**src/rtl/boxcar_avg_filter.sv**
```systemverilog
// rtl/boxcar_avg_filter.sv - running-sum boxcar filter over the last TAPS accepted samples
module boxcar_avg_filter #(
    parameter int DATA_W    = 8,
    parameter int TAPS      = 8,
    localparam int LOG2_TAPS = $clog2(TAPS),
    localparam int SUM_W     = DATA_W + LOG2_TAPS
) (
    input  logic                     clk,
    input  logic                     rst_n,
    input  logic                     clr,
    input  logic                     in_valid,
    input  logic signed [DATA_W-1:0] in_data,
    output logic                     out_valid,
    output logic signed [SUM_W-1:0]  out_sum,
    output logic signed [DATA_W-1:0] out_avg,
    output logic                     out_full
);

    localparam int CNT_W = $clog2(TAPS + 1);

    logic signed [DATA_W-1:0] delay_line [TAPS];
    logic        [CNT_W-1:0]  fill;
    logic signed [SUM_W-1:0]  in_ext;
    logic signed [SUM_W-1:0]  old_ext;
    logic signed [SUM_W-1:0]  acc_next;

    // Unfilled slots hold zero, so evicting them leaves the partial sum exact.
    assign in_ext   = {{LOG2_TAPS{in_data[DATA_W-1]}}, in_data};
    assign old_ext  = {{LOG2_TAPS{delay_line[TAPS-1][DATA_W-1]}}, delay_line[TAPS-1]};
    assign acc_next = out_sum + in_ext - old_ext;

    always_ff @(posedge clk or negedge rst_n) begin
        if (!rst_n) begin
            for (int i = 0; i < TAPS; i++) delay_line[i] <= '0;
            fill      <= '0;
            out_sum   <= '0;
            out_avg   <= '0;
            out_full  <= 1'b0;
            out_valid <= 1'b0;
        end else if (clr) begin
            for (int i = 0; i < TAPS; i++) delay_line[i] <= '0;
            fill      <= '0;
            out_sum   <= '0;
            out_avg   <= '0;
            out_full  <= 1'b0;
            out_valid <= 1'b0;
        end else if (in_valid) begin
            delay_line[0] <= in_data;
            for (int i = 1; i < TAPS; i++) delay_line[i] <= delay_line[i-1];
            out_sum   <= acc_next;
            // Dropping the low bits of a signed sum is a floor divide by TAPS.
            out_avg   <= acc_next[SUM_W-1:LOG2_TAPS];
            out_valid <= 1'b1;
            if (fill != CNT_W'(TAPS)) fill <= fill + 1'b1;
            out_full  <= out_full | (fill == CNT_W'(TAPS - 1));
        end else begin
            out_valid <= 1'b0;
        end
    end

endmodule

```
**config.mk**
```make
export PLATFORM = sky130hd
export DESIGN_NAME = boxcar_avg_filter
export DESIGN_NICKNAME = d
export VERILOG_FILES = /design/src/rtl/boxcar_avg_filter.sv
export SDC_FILE = /design/constraint.sdc
export NUM_CORES = 1
export LEC_CHECK = 0
export BUFFER_PORTS_ARGS = -buffer_cell sky130_fd_sc_hd__clkbuf_2
export CELL_PAD_IN_SITES_DETAIL_PLACEMENT = 0
export CELL_PAD_IN_SITES_GLOBAL_PLACEMENT = 1
export CORE_MARGIN = 3
export CORE_UTILIZATION = 39
export CTS_CLUSTER_DIAMETER = 150
export DETAILED_ROUTE_END_ITERATION = 8
export GPL_ROUTABILITY_DRIVEN = 0
export GPL_TIMING_DRIVEN = 0
export PLACE_DENSITY = 0.64
export SETUP_SLACK_MARGIN = 0.2
export SYNTH_ARGS = -nofsm -noshare
export SYNTH_HDL_FRONTEND = slang
export SYNTH_SLANG_ARGS = --single-unit
```
**constraint.sdc**
```tcl
create_clock -name clk -period 4.2 [get_ports clk]
set_input_delay 0.63 -clock clk [delete_from_list [all_inputs] [get_ports clk]]
set_output_delay 0.63 -clock clk [all_outputs]
set_load 0.03 [all_outputs]
```
== Word-level counts from Yosys, hierarchy flattened ==
Index checks and enable logic that the tools add are counted.

* Flip-flop bits (word level): 89
* Output and inout bits: 21

* Equal/unequal tests: 2
* $add $sub $neg: 3
* Bitwise gates (word level): 1
* Reductions and logical operators: 3
* Multiplexer cells: 13

{| class="wikitable"
|+ Operator list
! operator !! number
|-
| 64-bit two-way mux || 2
|-
| 11-bit two-way mux || 2
|-
| 8-bit two-way mux || 2
|-
| 4-bit two-way mux || 3
|-
| 11-bit by 8-bit adder with 11-bit output || 1
|-
| 11-bit by 8-bit subtractor with 11-bit output || 1
|-
| 4-bit by 1-bit adder with 4-bit output, second input constant || 1
|-
| 4-bit by 3-bit equality test with 1-bit output, second input constant || 1
|-
| 1-bit two-way mux || 4
|-
| 4-bit != test, second input constant || 1
|-
| 2-bit nonzero test || 2
|-
| 2-bit AND reduction || 1
|-
| 1-bit bitwise OR || 1
|}

== Logic depth before layout (Yosys ltp) ==
Gate-level depths: netlist of run 1.

* Depth in word-level cells: 4
* Depth in mapped cells: 11
* Mapped depth without buffers: 11

== Worst setup path after synthesis of run 1 ==
No wires, ideal clock.

* Path kind: input to register
* From: input port in_data[7]
* To: register out_sum[10]
* Required time: 4.073 ns
* Setup time: 0.127 ns
* Arrival: 2.671 ns
* Stages: 10
* Buffers on the path: 1
* Setup slack: 1.402 ns
* Path through: inv_1 > fa_1 > inv_1 > ha_1 > buf_6 > a211o_1 > a211oi_2 > nand3_1 > nand4_1 > mux2_1

* Cells in the longest elaborated chain, start to end: 4

{| class="wikitable"
|+ Ends and longest elaborated chain
! item !! RTL line !! source
|-
| from (decl) || 12 || <nowiki>input logic signed [DATA_W-1:0] in_data,</nowiki>
|-
| 11-bit by 8-bit adder with 11-bit output || 30 || <nowiki>assign acc_next = out_sum + in_ext - old_ext;</nowiki>
|-
| 11-bit by 8-bit subtractor with 11-bit output || 30 ||
|-
| 11-bit two-way mux || 47 || <nowiki>end else if (in_valid) begin</nowiki>
|-
| 11-bit two-way mux || 40 || <nowiki>end else if (clr) begin</nowiki>
|-
| to (signal assigned) || 50 || <nowiki>out_sum <= acc_next;</nowiki>
|-
| to (decl) || 14 || <nowiki>output logic signed [SUM_W-1:0] out_sum,</nowiki>
|}

Every way passes these cells. The select of a mux whose other input is x is not followed.
A chain may end at the register's enable or synchronous reset.

== Worst setup path in the final report of run 1 ==
Same ends and word-level chain as after synthesis.

==> impl_metrics.env, run 1 <==
export IMPL_worstSetupEndpointType="flip-flop"
export IMPL_wl_per_cell_um=15.2
export IMPL_path_common_cell="inv_1"
export IMPL_syn_area_per_cell_um2=10.4
export IMPL_postLayoutCoreUtil_pct=46.1
export IMPL_wirelength_mm=8.97
export IMPL_postRouteAntennaNets=0
export IMPL_worst_pin_slew_ns=0.675
export IMPL_critPathBufInv=4
export IMPL_path_clk_slew_ns=0.09
export IMPL_met3_usage_pct=2.97
export IMPL_finalCriticalPeriod_ns=2.75
export IMPL_syn_num_nets=444
export IMPL_drt_iter0_drc=100
export IMPL_hold_buffers=0
export IMPL_max_stage_delay_ns=0.54
export IMPL_grt_max_degree=48
export IMPL_grt_usage_pct=16.6
export IMPL_synth_most_common_cell="dfrtp_1"
export IMPL_die_w_um=110
export IMPL_ys_types=48
export IMPL_drive_gt1_share_pct=16.3
export IMPL_synthFlopType="dfrtp_1"
export IMPL_clock_path_buffers=2
export IMPL_core_area_mm2=0.0105
export IMPL_die_area_mm2=0.0122
export IMPL_num_fill_cells=1043
export IMPL_synth_fa_ha_area_share_pct=8.83
export IMPL_slowest_stage="fa_1"
export IMPL_grt_util_met2_pct=25.6
export IMPL_ios=33
export IMPL_yosys_warnings=0
export IMPL_hold_viol=0
export IMPL_fin_setup_tns_ns=0
export IMPL_initial_core_util_pct=40.6
export IMPL_yosys_area_top_type_share_pct=47.7
export IMPL_multi_input_area_mm2=0.00189
export IMPL_placementRows=37
export IMPL_power_density_mw_per_mm2=464
export IMPL_max_freq_ghz=0.364
export IMPL_regArea_mm2=0.00203
export IMPL_synth_seq_cells=81
export IMPL_start_kind="primary input"
export IMPL_grt_busiest_layer="met2"
export IMPL_synth_async_reset_ratio_pct=100
export IMPL_crit_arrival_ns=2.98
export IMPL_cts_htree_levels=3
export IMPL_yosysTopAreaCell="dfrtp_1"
export IMPL_finalClockSkew_ns=0.0120
export IMPL_grt_setup_unrepaired="no"
export IMPL_crit_fanout=8
export IMPL_dr_pass1_iters=4
export IMPL_area_delta_synth_final_pct=13.5
export IMPL_postCtsSetupBuffers=0
export IMPL_worstSkewPairLatency_ns=0.35
export IMPL_yosysSeqAreaShare_pct=47.7
export IMPL_drv_cap=0
export IMPL_outcome="completed"
export IMPL_path_class="primary input to flip-flop"
export IMPL_gr_total_overflow=0
export IMPL_critPathTopFamily="adder cells"
export IMPL_n_antenna_cell=0
export IMPL_grtUsageMet1_pct=23.8
export IMPL_synth_area_mm2=0.00425
export IMPL_hold_class="primary input to asynchronous set/reset pin"
export IMPL_synthXorXnorAreaFrac_pct=0.618
export IMPL_ir_drop_uv=222
export IMPL_path_cells="clkbuf_2 -> inv_1 -> fa_1 -> inv_1 -> ha_1 -> buf_6 -> a211o_1 -> a211oi_2 -> nand3_1 -> nand4_1 -> mux2_1"
export IMPL_required_ns=4.43
export IMPL_finalSetupViolations=0
export IMPL_grt_pass1_vias=2943
export IMPL_p_leak_nw=2.55
export IMPL_final_nets=487
export IMPL_die_h_um=110
export IMPL_cts_tree="built"
export IMPL_vias=2833
export IMPL_synth_area_leaders="dfrtp_1 (48%), mux2i_1 (16%), nor2_1 (7.1%)"
export IMPL_cts_buffers=9
export IMPL_synth_top_cells_by_count="dfrtp_1 (81), nor2_1 (80), mux2i_1 (69)"
export IMPL_portBuffers=31
export IMPL_timing_final_crit_share_pct=65.5
export IMPL_synth_edf_count=0
export IMPL_root_buffer="clkbuf_8"
export IMPL_synthSimpleGateAreaFrac_pct=12.4
export IMPL_antenna_found_initial=0
export IMPL_synth_top_family_by_area="multiplexers"
export IMPL_synthMuxAreaShare_pct=16.5
export IMPL_cts_resized=0
export IMPL_synth_compound_area_share_pct=6.24
export IMPL_cts_sinks=81
export IMPL_dp_hpwl_mm=6.61
export IMPL_grt_pass1_wl_mm=15.2
export IMPL_report_final_slew_viol_count=0
export IMPL_via_per_inst=4.79
export IMPL_postSynthCellCount=408
export IMPL_drc=0
export IMPL_slew_limit_headroom_pct=55.0
worst paths after layout:
kind / from / to / slack, ns / cells after the start
min in group clk: delay_line[22] / delay_line[14] / 0.52 / 2
setup reg to reg: delay_line[7] / out_sum[10] / 1.56 / 9
setup / recovery: in_data[7] / out_sum[10] / 1.45 / 11
hold / removal: rst_n / delay_line[52] / 0.32 / 1
max in group asynchronous: rst_n / delay_line[11] / 3.22 / 2
hold reg to reg: delay_line[22] / delay_line[14] / 0.52 / 2
cell type report:
class / instances / share of cell area (%)
plain buffers: 30 / 3.45
well taps: 136 / 3.53
multi-input cells: 254 / 39.3
inverters: 43 / 3.35
clock buffers: 10 / 2.85
repair buffers: 32 / 3.69
flip-flops and latches: 81 / 42.0
clock inverters: 5 / 1.79
placed cells by master (no fill, tap or decap), types with 8 or more instances in the layout:
master / netlist / layout
dfrtp_1: 81 / 81
nor2_1: 80 / 80
mux2i_1: 69 / 69
inv_1: 43 / 43
clkbuf_2: 0 / 30
ha_1: 14 / 14
buf_2: 13 / 13
nand2_1: 11 / 11
a21oi_1: 10 / 10
fa_1: 10 / 10
clkbuf_8: 0 / 10
buf_4: 8 / 8
per-layer routing:
layer,part of all wire [%],wire length (µm)
met1,51,4550
met5,0,0
met3,3.0,266
met4,1.2,109
met2,45,4040
metrics by stage:
stage | power (mW) | hold WS (ns) | setup slack, ns | cell area (µm²) | instances
6_report | 2.24 | 0.324 | 1.45 | 4820 | 591
5_1_grt | 2.39 | 0.364 | 1.33 | 4820 | 591
4_1_cts | 2.27 | 0.346 | 1.45 | 4820 | 591
3_5_place_dp | 1.61 | 0.499 | 1.07 | 4600 | 576
3_3_place_gp | 1.60 | 0.488 | 1.10 | 4570 | 575
2_1_floorplan | 1.42 | 0.334 | 1.40 | 4250 | 408
where the power goes:
group	switching, mW	internal (mW)	leakage [nW]
Clock	0.298	0.353	0.113
Combinational	0.449	0.283	1.32
Sequential	0.0360	0.819	1.11
Total	0.783	1.46	2.55
flip-flops by register name (all words and copies together), names as in the netlist:
| signal | cells |
|---|---|
| out_valid | 1 |
| fill | 4 |
| delay_line | 64 |
| out_full | 1 |
| out_sum | 11 |
cells by family after synthesis:
family / Yosys count
mux: 70
flops: 81
buf+inv: 73
fa+ha+maj: 24
compound gates: 37
xor+xnor: 3
simple gates: 120
Note: power is estimated with default switching activity, not from simulation.
==> run 2, diff against run 1 <==
--- a/config.mk
+++ b/config.mk
@@ -5,6 +5,7 @@
 export SDC_FILE = /design/constraint.sdc
 export NUM_CORES = 1
 export LEC_CHECK = 0
+export ABC_AREA = 1
 export BUFFER_PORTS_ARGS = -buffer_cell sky130_fd_sc_hd__clkbuf_2
 export CELL_PAD_IN_SITES_DETAIL_PLACEMENT = 0
 export CELL_PAD_IN_SITES_GLOBAL_PLACEMENT = 1
@@ -14,7 +15,7 @@
 export DETAILED_ROUTE_END_ITERATION = 8
 export GPL_ROUTABILITY_DRIVEN = 0
 export GPL_TIMING_DRIVEN = 0
-export PLACE_DENSITY = 0.64
+export PLACE_DENSITY = 0.69
 export SETUP_SLACK_MARGIN = 0.2
 export SYNTH_ARGS = -nofsm -noshare
 export SYNTH_HDL_FRONTEND = slang
==> constraint.sdc (replaced) <==
create_clock -name clk -period 2.3 [get_ports clk]
set_input_delay 0.345 -clock clk [delete_from_list [all_inputs] [get_ports clk]]
set_output_delay 0.345 -clock clk [all_outputs]
set_load 0.03 [all_outputs]
==> run 2 against run 1 <==
Sequential power increased by 84%. Critical path depth stayed put. Final cell count increased by 8.1%. Utilization grew 3.5 points. Non-clock buffer count is 8 higher. Highest routed layer unchanged.
==> impl_metrics.env, run 2 <==
export IMPL_outcome="completed"
export IMPL_hold_viol=0
export IMPL_postLayoutCoreUtil_pct=49.6
export IMPL_critPathBufInv=2
export IMPL_reg_top3="delay_line: 64 flops, out_sum: 11 flops, fill: 4 flops"
export IMPL_die_w_um=108
export IMPL_ios=33
export IMPL_ir_drop_uv=320
export IMPL_p_leak_nw=2.36
export IMPL_path_cells="inv_1 -> fa_2 -> fa_2 -> inv_2 -> nand3_2 -> nand3_2 -> nand2_1 -> nand2_1 -> nand2_1 -> nand2_1 -> o21ai_2"
export IMPL_power_density_mw_per_mm2=903
export IMPL_grt_usage_pct=15.7
export IMPL_path_class="flip-flop to flip-flop"
export IMPL_slowest_stage="fa_2"
export IMPL_yosysSeqAreaShare_pct=50.4
export IMPL_dr_pass1_iters=4
export IMPL_portBuffers=32
export IMPL_worstSkewPairLatency_ns=0.35
export IMPL_antenna_found_initial=0
export IMPL_synth_edf_count=0
export IMPL_design_area_mm2=0.00491
export IMPL_n_antenna_cell=0
export IMPL_finalSetupViolations=0
export IMPL_setup_ws_ns=0.273
export IMPL_core_area_mm2=0.00991
export IMPL_clock_path_buffers=2
export IMPL_area_delta_synth_final_pct=22.2
export IMPL_drc=0
export IMPL_grt_pass1_vias=2861
export IMPL_cts_buffers=9
export IMPL_die_area_mm2=0.0116
export IMPL_yosys_warnings=0
export IMPL_synth_area_leaders="dfrtp_1 (50%), inv_1 (10%), o22ai_1 (9.3%)"
export IMPL_cts_sinks=81
export IMPL_grt_pass1_wl_mm=14.1
export IMPL_drt_iter0_drc=89
export IMPL_final_nets=537
export IMPL_placed_cells=609
export IMPL_grt_max_degree=65
export IMPL_slew_limit_headroom_pct=78.4
export IMPL_critPathTopFamily="adder cells"
export IMPL_synth_top_cells_by_count="inv_1 (112), dfrtp_1 (81), nand2_1 (73)"
export IMPL_vias=2950
export IMPL_fin_setup_tns_ns=0
export IMPL_report_final_slew_viol_count=0
export IMPL_via_per_inst=4.62
export IMPL_synthFlopType="dfrtp_1"
export IMPL_placementRows=36
export IMPL_worstSetupEndpointType="flip-flop"
export IMPL_drive_gt1_share_pct=29.2
export IMPL_yosysTopAreaCell="dfrtp_1"
export IMPL_drv_cap=0
export IMPL_totalPowerFinal_mw=4.44
export IMPL_regMostFlops="delay_line"
export IMPL_syn_area_per_cell_um2=9.07
export IMPL_required_ns=2.54
export IMPL_worst_pin_slew_ns=0.324
export IMPL_postPlaceCellArea_mm2=0.00439
export IMPL_final_cell_mix="inv_1 (106), dfrtp_1 (70), nand2_1 (68)"
export IMPL_path_common_cell="nand2_1"
export IMPL_final_cells=639
export IMPL_postRouteAntennaNets=0
export IMPL_ys_types=25
export IMPL_hold_class="primary input to flip-flop"
export IMPL_preCtsSetupSlack_ns=0.0169
export IMPL_cts_tree="built"
export IMPL_gr_total_overflow=0
export IMPL_max_freq_ghz=0.493
export IMPL_yosys_area_top_type_share_pct=50.4
export IMPL_finalClockSkew_ns=0.00486
export IMPL_die_h_um=108
export IMPL_finalCriticalPeriod_ns=2.03
export IMPL_crit_fanout=4
export IMPL_mostFrequentLayoutCell="inv_1"
export IMPL_root_buffer="clkbuf_8"
export IMPL_syn_num_nets=479
export IMPL_wirelength_mm=8.83
export IMPL_grt_setup_unrepaired="yes"
export IMPL_wl_per_cell_um=13.8
export IMPL_postSynthCellCount=443
export IMPL_synth_area_mm2=0.00402
export IMPL_largest_reg_flops=64
export IMPL_path_clk_slew_ns=0.09
export IMPL_max_stage_delay_ns=0.48
export IMPL_initial_core_util_pct=40.6
export IMPL_timing_final_crit_share_pct=88.1
export IMPL_start_kind="flip-flop"
export IMPL_synth_seq_cells=81
export IMPL_cts_htree_levels=3
export IMPL_synth_async_reset_ratio_pct=100
export IMPL_dp_hpwl_mm=6.26
export IMPL_crit_arrival_ns=2.27
export IMPL_synth_most_common_cell="inv_1"
export IMPL_whs_ns=0.275
## run 2: final timing paths
path                                  from        endpoint  slack, ns  cells after the start
worst min-delay path            in_data[0]  delay_line[56]       0.27                      3
worst max register to register  out_sum[1]      out_sum[6]       0.27                     11
min in group asynchronous            rst_n  delay_line[15]       0.44                      2
worst min register to register    out_full        out_full       0.50                      2
worst max-delay path            out_sum[1]      out_sum[6]       0.27                     11
max in group asynchronous            rst_n      out_sum[0]       1.24                      3
## run 2: worst reg2reg max path, delay by kind of cell (launching register included)
kind,cells,cell delay (ns)
adders and majority gates,2,0.84
and+or+nand+nor,6,0.43
DFF,1,0.41
buffers and inverters,2,0.19
AOI/OAI and AO/OA,1,0.05
## run 2: logic make-up after synthesis
group	synth area share, %
buf+inv	15.2
simple gates	12.6
compound gates	12.4
flops	50.4
fa+ha+maj	9.34
## run 2: layer usage
metal / share of wire, % / global-route usage, %
met2: 48 / 25.2
met4: 0.54 / 4.06
met5: 0 / 0
met1: 49 / 22.0
met3: 2.5 / 3.06
## run 2: timing repair
item / 4_1_cts / 5_1_grt
setup endpoints to repair: 6 / 6
gates resized for setup: 9 / 31
setup buffers: 0 / 13
hold buffers: 1 / 0
pin swaps: 1 / 11
endpoints found under the hold margin: 17 / 0
## run 2: where the power goes
| part | switching, mW | total (mW) | internal [mW] | leakage (nW) |
|---|---|---|---|---|
| Sequential | 0.0582 | 1.57 | 1.51 | 1.10 |
| Combinational | 1.01 | 1.70 | 0.689 | 1.15 |
| Clock | 0.549 | 1.17 | 0.623 | 0.112 |
| Total | 1.62 | 4.44 | 2.82 | 2.36 |
## run 2: area by class of cell
cell class,count,area [µm²]
Buffer,23,171
Clock buffer,9,124
Clock inverter,7,101
Fill cell,975,5000
Inverter,117,439
Multi-Input combinational cell,222,1570
Sequential cell,81,2040
Tap cell,133,166
Timing Repair Buffer,47,298
==> run 3, diff against run 2 <==
--- a/config.mk
+++ b/config.mk
@@ -5,17 +5,18 @@
 export SDC_FILE = /design/constraint.sdc
 export NUM_CORES = 1
 export LEC_CHECK = 0
-export ABC_AREA = 1
+export ABC_AREA = 0
 export BUFFER_PORTS_ARGS = -buffer_cell sky130_fd_sc_hd__clkbuf_2
 export CELL_PAD_IN_SITES_DETAIL_PLACEMENT = 0
 export CELL_PAD_IN_SITES_GLOBAL_PLACEMENT = 1
+export CORE_ASPECT_RATIO = 0.9
 export CORE_MARGIN = 3
 export CORE_UTILIZATION = 39
 export CTS_CLUSTER_DIAMETER = 150
 export DETAILED_ROUTE_END_ITERATION = 8
 export GPL_ROUTABILITY_DRIVEN = 0
 export GPL_TIMING_DRIVEN = 0
-export PLACE_DENSITY = 0.69
+export PLACE_DENSITY = 0.67
 export SETUP_SLACK_MARGIN = 0.2
 export SYNTH_ARGS = -nofsm -noshare
 export SYNTH_HDL_FRONTEND = slang
==> constraint.sdc (replaced) <==
create_clock -name clk -period 2.3 [get_ports clk]
set_input_delay 0.115 -clock clk [delete_from_list [all_inputs] [get_ports clk]]
set_output_delay 0.115 -clock clk [all_outputs]
set_load 0.03 [all_outputs]
==> run 3 against run 2 <==
The flow now finishes with violations (negative setup slack). Hold slack got worse by 0.22 ns. Combinational power up 5%. Highest routed layer unchanged. Worst setup slack lost 0.53 ns.
==> impl_metrics.env, run 3 (synthesis results as in run 1) <==
export IMPL_totalPowerFinal_mw=4.84
export IMPL_max_freq_ghz=0.392
export IMPL_dp_hpwl_mm=6.42
export IMPL_drv_cap=0
export IMPL_postLayoutCoreUtil_pct=50.7
export IMPL_combPwrFrac_pct=36.9
export IMPL_switching_share_pct=34.0
export IMPL_p_int_mw=3.20
export IMPL_regArea_mm2=0.00204
export IMPL_via_per_inst=4.86
export IMPL_finalSetupViolations=7
export IMPL_num_fill_cells=964
export IMPL_drive_gt1_share_pct=28.3
export IMPL_cts_htree_levels=3
export IMPL_crit_fanout=2
export IMPL_ir_drop_uv=458
export IMPL_power_density_mw_per_mm2=917
export IMPL_hold_class="primary input to flip-flop"
export IMPL_grt_max_degree=65
export IMPL_postPlaceCellArea_mm2=0.00466
export IMPL_wl_met1_mm=4.71
export IMPL_die_h_um=105
export IMPL_ios=33
export IMPL_worstSkewPairLatency_ns=0.33
export IMPL_path_clk_slew_ns=0.06
export IMPL_crit_arrival_ns=2.77
export IMPL_critPathBufInv=2
export IMPL_initial_core_util_pct=40.8
export IMPL_finalClockSkew_ns=0.00294
export IMPL_finalCriticalPeriod_ns=2.55
export IMPL_design_area_mm2=0.00528
export IMPL_drc=0
export IMPL_n_antenna_cell=0
export IMPL_worstSetupEndpointType="flip-flop"
export IMPL_cp_depth=9
export IMPL_p_sw_mw=1.65
export IMPL_report_final_slew_viol_count=0
export IMPL_die_area_mm2=0.0122
export IMPL_p_leak_nw=2.69
export IMPL_wl_per_cell_um=15.4
export IMPL_grt_setup_unrepaired="yes"
export IMPL_setup_ws_ns=-0.253
export IMPL_reg_top3="delay_line: 64 flops, out_sum: 11 flops, fill: 4 flops"
export IMPL_required_ns=2.52
export IMPL_grt_usage_pct=16.1
export IMPL_cp_startpoint="delay_line[7]"
export IMPL_timing_final_crit_share_pct=111
export IMPL_root_buffer="clkbuf_16"
export IMPL_area_delta_synth_final_pct=24.3
export IMPL_portBuffers=31
export IMPL_placementRows=35
export IMPL_whs_ns=0.0573
export IMPL_drt_iter0_drc=93
export IMPL_path_cells="fa_1 -> inv_2 -> ha_4 -> buf_6 -> a211o_1 -> a211oi_2 -> nand3_1 -> nand4_1 -> mux2_4"
export IMPL_grt_pass1_wl_mm=15.3
export IMPL_outcome="finished, violations left"
export IMPL_top_layer="met4"
export IMPL_pwr_share_clk_pct=30.8
export IMPL_core_area_mm2=0.0104
export IMPL_vias=2944
export IMPL_max_stage_delay_ns=0.52
export IMPL_timing_rr_start="delay_line[7]"
export IMPL_r2r_end="out_sum[10]"
export IMPL_cts_buffers=9
export IMPL_wirelength_mm=9.34
export IMPL_mostFrequentLayoutCell="nor2_1"
export IMPL_violations="negative setup slack"
export IMPL_antenna_found_initial=0
export IMPL_met3_length_um=396
export IMPL_final_cell_mix="nor2_1 (80), dfrtp_1 (71), mux2i_1 (69)"
export IMPL_multi_input_area_mm2=0.00207
export IMPL_start_kind="flip-flop"
export IMPL_postRouteAntennaNets=0
export IMPL_gr_total_overflow=0
export IMPL_rrSetupSlack_ns=-0.25
export IMPL_worst_pin_slew_ns=0.654
export IMPL_clock_path_buffers=2
export IMPL_regMostFlops="delay_line"
export IMPL_cts_sinks=81
export IMPL_path_class="flip-flop to flip-flop"
export IMPL_grt_pass1_vias=2913
export IMPL_cts_tree="built"
export IMPL_seqPwrFrac_pct=32.4
export IMPL_dr_pass1_iters=4
export IMPL_slowest_stage="fa_1"
export IMPL_r2r_cells=9
export IMPL_worstSetupEndpoint="out_sum[10]"
export IMPL_die_w_um=116
export IMPL_slew_limit_headroom_pct=56.4
export IMPL_dr_wl_met2_mm=4.13
export IMPL_hold_viol=0
export IMPL_final_nets=508
export IMPL_largest_reg_flops=64
export IMPL_critPathTopFamily="adder cells"
-- run 3: worst min-delay path, cell delays in order --
cell and delay [ns]:
clkbuf_2 0.09, mux2i_1 0.06, nor2_1 0.08
-- run 3: what timing repair did --
| action | 4_1_cts | 5_1_grt |
|---|---|---|
| setup buffers | 13 | 7 |
| resized for setup | 21 | 13 |
| cloned | 0 | 0 |
| hold endpoints to repair | 17 | 0 |
| hold buffers | 1 | 0 |
| setup endpoints to repair | 8 | 9 |
| pin swaps | 21 | 23 |
-- run 3: routing by layer --
layer	vias to the layer above	GRT usage, %
li1	1474	-
met1	1411	24.0
met2	48	23.3
met3	11	4.28
met4	0	3.81
met5	-	0
-- run 3: area by class of cell --
class	count	area share, %
timing repair buffer	53	6.82
multi-input combinational	254	39.3
clock buffer	11	4.78
clock inverter	5	1.14
tap	129	3.06
buffer	30	3.27
inverter	43	3.06
sequential	81	38.6
-- run 3: power by group through the flow --
stage | clock network (mW) | logic [mW] | registers, mW
after floorplan | 0 | 0.981 | 1.69
after global placement | 0 | 1.39 | 1.60
after detailed placement | 0 | 1.41 | 1.60
after CTS | 1.54 | 1.63 | 1.57
after global routing | 1.59 | 1.96 | 1.58
final | 1.49 | 1.79 | 1.57
-- run 3: stage by stage --
step	setup WS (ns)	TNS, ns	cells
after global placement	-0.364	-0.769	568
after detailed placement	-0.408	-0.894	569
final	-0.253	-0.705	606
after global routing	-0.410	-1.42	606
after floorplan	-0.257	-0.455	408
after CTS	-0.225	-0.469	599
-- run 3: worst min-delay path by stage --
stage	startpoint	to	cells after the start
after floorplan	rst_n	delay_line[0]	0
after global placement	in_data[5]	delay_line[61]	3
after detailed placement	rst_n	delay_line[40]	1
after CTS	in_data[5]	delay_line[61]	3
after global routing	in_data[5]	delay_line[61]	3
final	in_data[6]	delay_line[62]	3
